--- src/rtl/debounce_multi.sv ---
// debounce_multi
// Multi-channel switch debouncer with press, release and long-press pulses.
// Each channel is synchronised through two flops and then filtered. A new level
// is accepted only after DEBOUNCE_CNT consecutive cycles that disagree with the
// current debounced state. A hold counter then times how long the debounced
// level stays active and raises a long-press pulse once per press.
//
// Ports
//   clk           : the only clock; all state updates on its rising edge
//   reset         : synchronous, active-high
//   switch_in     : raw, asynchronous switch levels (N_CH bits)
//   switch_state  : debounced logical level for each channel
//   press_pulse   : one-cycle pulse on the edge where switch_state rises
//   release_pulse : one-cycle pulse on the edge where switch_state falls
//   long_pulse    : one-cycle pulse once a press has been held HOLD_CNT cycles
//   any_active    : registered OR of switch_state, one cycle behind it
module debounce_multi #(
    parameter int N_CH         = 4,
    parameter int CNT_W        = 8,
    parameter int DEBOUNCE_CNT = 200,
    parameter int ACTIVE_LOW   = 1,
    parameter int HOLD_W       = 16,
    parameter int HOLD_CNT     = 20000
) (
    input  logic            clk,
    input  logic            reset,
    input  logic [N_CH-1:0] switch_in,
    output logic [N_CH-1:0] switch_state,
    output logic [N_CH-1:0] press_pulse,
    output logic [N_CH-1:0] release_pulse,
    output logic [N_CH-1:0] long_pulse,
    output logic            any_active
);

    localparam logic [CNT_W-1:0]  CNT_LAST  = CNT_W'(DEBOUNCE_CNT - 1);
    localparam logic [HOLD_W-1:0] HOLD_LAST = HOLD_W'(HOLD_CNT - 1);
    localparam logic [HOLD_W-1:0] HOLD_MAX  = HOLD_W'(HOLD_CNT);

    logic [N_CH-1:0]              sync0_q, sync0_d;
    logic [N_CH-1:0]              sync1_q, sync1_d;
    logic [N_CH-1:0]              state_q, state_d;
    logic [N_CH-1:0]              press_q, press_d;
    logic [N_CH-1:0]              release_q, release_d;
    logic [N_CH-1:0]              long_q, long_d;
    logic [N_CH-1:0][CNT_W-1:0]   cnt_q, cnt_d;
    logic [N_CH-1:0][HOLD_W-1:0]  hold_q, hold_d;
    logic                         any_q, any_d;

    always_comb begin
        // The polarity fix is applied before the first synchroniser flop so
        // everything downstream works in "1 = pressed" terms.
        sync0_d = (ACTIVE_LOW != 0) ? ~switch_in : switch_in;
        sync1_d = sync0_q;
        any_d   = |state_q;

        for (int i = 0; i < N_CH; i++) begin
            state_d[i]   = state_q[i];
            cnt_d[i]     = '0;
            press_d[i]   = 1'b0;
            release_d[i] = 1'b0;
            hold_d[i]    = '0;
            long_d[i]    = 1'b0;

            // Any agreeing cycle leaves cnt at 0, so acceptance needs an
            // unbroken run of mismatches. cnt wraps back to 0 on the accepting
            // edge and therefore never passes CNT_LAST.
            if (state_q[i] != sync1_q[i]) begin
                if (cnt_q[i] == CNT_LAST) begin
                    state_d[i]   = ~state_q[i];
                    press_d[i]   = ~state_q[i];
                    release_d[i] =  state_q[i];
                end else begin
                    cnt_d[i] = cnt_q[i] + CNT_W'(1);
                end
            end

            // The hold timer follows the registered state, so it clears on the
            // edge after a release. On the release edge itself it is frozen so
            // that a long pulse cannot coincide with the release pulse.
            if (state_q[i]) begin
                if (release_d[i]) begin
                    hold_d[i] = hold_q[i];
                end else begin
                    hold_d[i] = (hold_q[i] == HOLD_MAX) ? hold_q[i]
                                                        : hold_q[i] + HOLD_W'(1);
                    long_d[i] = (hold_q[i] == HOLD_LAST);
                end
            end
        end
    end

    always_ff @(posedge clk) begin
        if (reset) begin
            sync0_q   <= '0;
            sync1_q   <= '0;
            state_q   <= '0;
            press_q   <= '0;
            release_q <= '0;
            long_q    <= '0;
            cnt_q     <= '0;
            hold_q    <= '0;
            any_q     <= 1'b0;
        end else begin
            sync0_q   <= sync0_d;
            sync1_q   <= sync1_d;
            state_q   <= state_d;
            press_q   <= press_d;
            release_q <= release_d;
            long_q    <= long_d;
            cnt_q     <= cnt_d;
            hold_q    <= hold_d;
            any_q     <= any_d;
        end
    end

    assign switch_state  = state_q;
    assign press_pulse   = press_q;
    assign release_pulse = release_q;
    assign long_pulse    = long_q;
    assign any_active    = any_q;

endmodule

--- config.mk ---
export PLATFORM = sky130hd
export DESIGN_NAME = debounce_multi
export DESIGN_NICKNAME = d
export VERILOG_FILES = /design/src/rtl/debounce_multi.sv
export SDC_FILE = /design/constraint.sdc
export NUM_CORES = 1
export LEC_CHECK = 0
export ABC_AREA = 1
export CAP_MARGIN = 40
export CELL_PAD_IN_SITES_DETAIL_PLACEMENT = 1
export CELL_PAD_IN_SITES_GLOBAL_PLACEMENT = 1
export CORE_MARGIN = 2
export CORE_UTILIZATION = 47
export CTS_CLUSTER_DIAMETER = 60
export DETAILED_ROUTE_END_ITERATION = 8
export PLACE_DENSITY_LB_ADDON = 0.1
export SYNTH_ARGS = -nofsm -noshare
export SYNTH_HDL_FRONTEND = slang
export SYNTH_SLANG_ARGS = --single-unit
--- constraint.sdc ---
create_clock -name clk -period 4.15 [get_ports clk]
set_input_delay 0.415 -clock clk [delete_from_list [all_inputs] [get_ports clk]]
set_output_delay 0.415 -clock clk [all_outputs]
set_load 0.01 [all_outputs]
# ---- Word level (Yosys, flattened, before mapping)
# Cells that the tools add are included.
dict set report word_totals {
  reg_bits 121
  in_bits 6
  out_inout_bits 17
}
dict set report classes {
  add_sub_neg 8
  eq_ne 16
  n_mux 8
  bitwise 21
  reduce_logical 25
}
# operator count
set ops {}
lappend ops {{$eq A16 B15 Y1 const B} 8}
lappend ops {{$add A16 B1 Y16 const B} 4}
lappend ops {{$reduce_or A3 Y1} 12}
lappend ops {{$add A8 B1 Y8 const B} 4}
lappend ops {{$eq A8 B8 Y1 const B} 4}
lappend ops {{$not A1 Y1} 20}
lappend ops {{$reduce_and A2 Y1} 8}
lappend ops {{$mux W1} 8}
lappend ops {{$reduce_or A2 Y1} 4}
lappend ops {{$ne A1 B1 Y1} 4}
lappend ops {{$not A4 Y4} 1}
lappend ops {{$reduce_or A4 Y1} 1}

# ---- Longest topological paths before layout
dict set report depth {
  ltp_word 5
  ltp_mapped 11
  depth_no_buf 11
}

# ---- Worst setup path after synthesis
# Ideal clock, no wire load.
dict set report synth_timing {
  path_kind {reg2reg}
  startpoint {register cnt_q[0] (netlist bit)}
  endpoint {register hold_q[9] (netlist bit)}
  setup_ns 0.115
  arrival_ns 1.245
  required_time_ns 4.035
  slack_ns 2.790
  path_stages_with_launch 9
  synth_period_minus_slack_ns 1.360
  path_cell_list {dfxtp_1 ha_1 nand2_1 nor2_1 nand3_1 buf_6 buf_6 a21oi_1 nor2_1}
}
dict set report synth_between {
  elab_chain_cells 5
}
# element line_no
set synth_rtl {}
lappend synth_rtl {{start, declared} 45} ;# logic [N_CH-1:0][CNT_W-1:0] cnt_q, cnt_d;
lappend synth_rtl {{start signal, assigned} 110} ;# cnt_q <= cnt_d;
lappend synth_rtl {{$eq A8 B8 Y1} 68} ;# if (cnt_q[i] == CNT_LAST) begin
lappend synth_rtl {{$mux W1} 68}
lappend synth_rtl {{$mux W1} 67} ;# if (state_q[i] != sync1_q[i]) begin
lappend synth_rtl {{$not A1 Y1 (no source line)} n/a}
lappend synth_rtl {{$reduce_and A2 Y1 (no source line)} n/a}
lappend synth_rtl {{end signal, assigned} 111} ;# hold_q <= hold_d;
lappend synth_rtl {{end, declared} 46} ;# logic [N_CH-1:0][HOLD_W-1:0] hold_q, hold_d;
# No other way between the ends.
# A chain may end at the register's enable or synchronous reset.

# ---- Final worst setup path
dict set report layout_timing {
  startpoint {register cnt_q[0] (netlist bit)}
  endpoint {register hold_q[0] (netlist bit)}
}
# The elaborated chain is that of the path after synthesis.

==> impl_metrics.yaml <==
synth:
  synth.ff_latch_count: 121
  post_synth_num_cell_types: 36
  syn_inst: 925
  yosysWarningCount: 0
  synth_area_per_cell_um2: 6.635
  synth.yosys.seq_area_share_pct: 39.47
  synth_fp_nets: 943
  post_synth_instance_area_um2: 6137
sta:
  hold_violation_count_in_the_final_report: 0
  final_min_period_over_clock_period_pct: 55.05
  rsz0062_at_grt: "no"
  clock.fmax_ghz: 0.4378
  report.final.slew_viol_count: 0
  hold_slack_ns: 0.4029
  maxSlewHeadroom_pct: 41.56
  tightestPinTransition_ns: 0.8734
  clock-skew-final_ns: 0.006666
  fin_tns_setup_ns: 0
  post-route-min-period_ns: 2.284
  setup_violations: 0
die:
  die-area_um2: 13990
  num_io_pins: 23
  floorplan.initialDensity_pct: 48.43
  chip_width_um: 118.3
  die_h_um: 118.3
  placeableCoreArea_um2: 12670
  rows: 41
power_and_ir_drop:
  cellLeakagePower_nw: 2.615
  power_per_unit_of_standard_cell_area_nw_per_um2: 375.1
  power.ir.vdd_worst_mv: 0.2825
clock_tree:
  number_of_buffers_inserted_for_hold_repair_after_clock_tree_synthesis: 0
  clock_sinks: 121
  cts-htree-levels: 4
  cts_post_setup_buffers_inserted: 0
  cts.repair.resized: 0
  cts_buffers: 17
  clk_root_buffer_cell: "sky130_fd_sc_hd__clkbuf_16"
  clk_latency_ns: 0.43
  cts-root-to-sink-buffers: 2
  clock_tree_from_tritoncts: "done"
  clkSlewWorstSetupHoldPaths_ns: 0.05
cells_and_area:
  layout.cell_area.non_filler_um2: 7071
  total_area_of_multi_input_combinational_cells_um2: 3181
  nNetsFinal: 975
  syn2layout_area_growth_pct: 15.21
  layout_common_cells: "sky130_fd_sc_hd__nand2_1 (247), sky130_fd_sc_hd__nor2_1 (196), sky130_fd_sc_hd__dfxtp_1 (121)"
  final_common_cell: "sky130_fd_sc_hd__nand2_1"
  num_antenna_cells: 0
  finish.cell_count_without_fillers: 1142
  final_layout_size_suffix_gt1_share_pct: 5.979
  area.sequential_um2: 2422
  filler_instances: 1706
global_routing:
  first_global_vias: 6046
  largest_net_degree_at_the_start_of_global_routing: 26
  gr-usage-all-layers_pct: 24.14
  gr-total-overflow: 0
  grt_antenna_before_repair: 0
  grt_pass1_wl_mm: 28.04
detailed_routing:
  detail_route.first_pass.iterations: 4
  number_of_design_rule_violations_left_by_the_first_detailed_router_iteration: 202
  wire_per_inst_um: 14.25
  drc: 0
  vias_per_std_cell: 5.164
  detail-route-antenna-nets: 0
  route.vias.total: 5897
  wl_mm: 16.28
worst_setup_path:
  required_time_of_the_worst_setup_path_ns: 4.47
  arrival_ns: 2.60
  cp_max_fo: 20
  worst_setup_path_end_kind: "flip-flop"
  critical_path.cell_chain: "ha_1 -> nand2_1 -> nor2_1 -> nand3_1 -> nand2_1 -> inv_1 -> nor2_1 -> nor2_1"
  critical_path_class: "flip-flop to flip-flop"
  critical_path.most_common_cell: "sky130_fd_sc_hd__nor2_1"
  critPathTopFamily: "simple AND/OR/NAND/NOR gates"
  cpMaxStageDelayCell: "sky130_fd_sc_hd__nand3_1"
  critPathMaxStageDelay_ns: 0.58
  timing.critical_path.from_type: "flip-flop"
  worst-path-buf-inv: 1
flow_run:
  total_of_max_cap_violations: 0
run_status:
  outcome: "completed"
placed_design:
  place.detailed.hpwl_mm: 11.74
  place_congestion: 0.8449
  dp.cells: 1110
  placement.cell_area_um2: 6485
  port-buffer-count: 22
worst_hold_path:
  worstHoldPathType: "flip-flop to flip-flop"
## metrics by stage
step	worst slack, ns	utilization, %	total power, mW
after CTS	1.890	55.80	2.668
final	1.866	55.80	2.652
after global placement	1.822	51.12	1.216
after global routing	1.661	55.80	2.722
after floorplan	2.790	-	1.206
after detailed placement	1.873	51.18	1.218
## worst min-delay path: stages, from the launching register on
cell and delay (ns):
sky130_fd_sc_hd__dfxtp_1 0.29, sky130_fd_sc_hd__inv_1 0.04, sky130_fd_sc_hd__nor2_1 0.03
## path summary, 6_finish.rpt
| check | slack [ns] | start | to | cells past startpoint |
|---|---|---|---|---|
| worst min register to register | 0.40 | sync0_q[2] | sync1_q[2] | 2 |
| worst max-delay path | 1.87 | cnt_q[0] | hold_q[0] | 8 |
| worst max register to register | 1.87 | cnt_q[0] | hold_q[0] | 8 |
| worst min-delay path | 0.40 | sync0_q[2] | sync1_q[2] | 2 |
## cell usage after synthesis (all sizes together)
cell type,number,share of area [%]
nand3b,6,0.73
and2,1,0.10
nor3,12,1.3
a41oi,1,0.14
a31oi,2,0.20
inv,114,7.0
xnor2,1,0.14
dfxtp,121,39
nor3b,10,1.2
o211ai,1,0.12
a21oi,48,3.9
a21o,1,0.12
o21ai,11,0.90
nand4,23,2.8
or2,1,0.10
nor2,210,14
ha,12,2.4
nand3,73,6.3
nor4,4,0.41
xor2,11,1.6
o21bai,1,0.12
buf,11,1.7
a211oi,1,0.12
nand2,248,15
clkinv,1,0.061
## cells by family after synthesis
kind of cell             after synthesis  share of synthesized area (%)
AO/OA/AOI/OAI                         66                          5.647
XOR/XNOR                              12                          1.713
adder cells (fa/ha/maj)               12                          2.446
buffers and inverters                126                          8.705
flip-flops                           121                          39.47
AND/OR/NAND/NOR                      588                          42.02
## area by class of cell
class / count / area share [%]
clock inverter: 7 / 1.274
multi-input combinational: 678 / 44.98
sequential: 121 / 34.26
tap: 172 / 3.044
timing repair buffer: 24 / 3.327
clock buffer: 25 / 7.008
inverter: 115 / 6.105
## layer usage
layer	routed length (um)	GRT usage [%]	vias up
met4	274	7.530	0
li1	-	-	2987
met2	8253	42.63	62
met1	7360	29.09	2825
met3	388	5.309	23
met5	0	0	-
## sequential cells by signal (all words and copies together), names as in the netlist
signal / count
hold_q: 64
cnt_q: 32
long_pulse: 4
press_pulse: 4
release_pulse: 4
switch_state: 4
sync0_q: 4
sync1_q: 4
any_active: 1
## power breakdown
part           switching [mW]  leakage, nW  internal (mW)
sequential            0.00265        0.976           1.17
combinational          0.0145         1.36        0.00850
clock                   0.516        0.283          0.943
No activity file was read; power rests on OpenSTA's default activity.
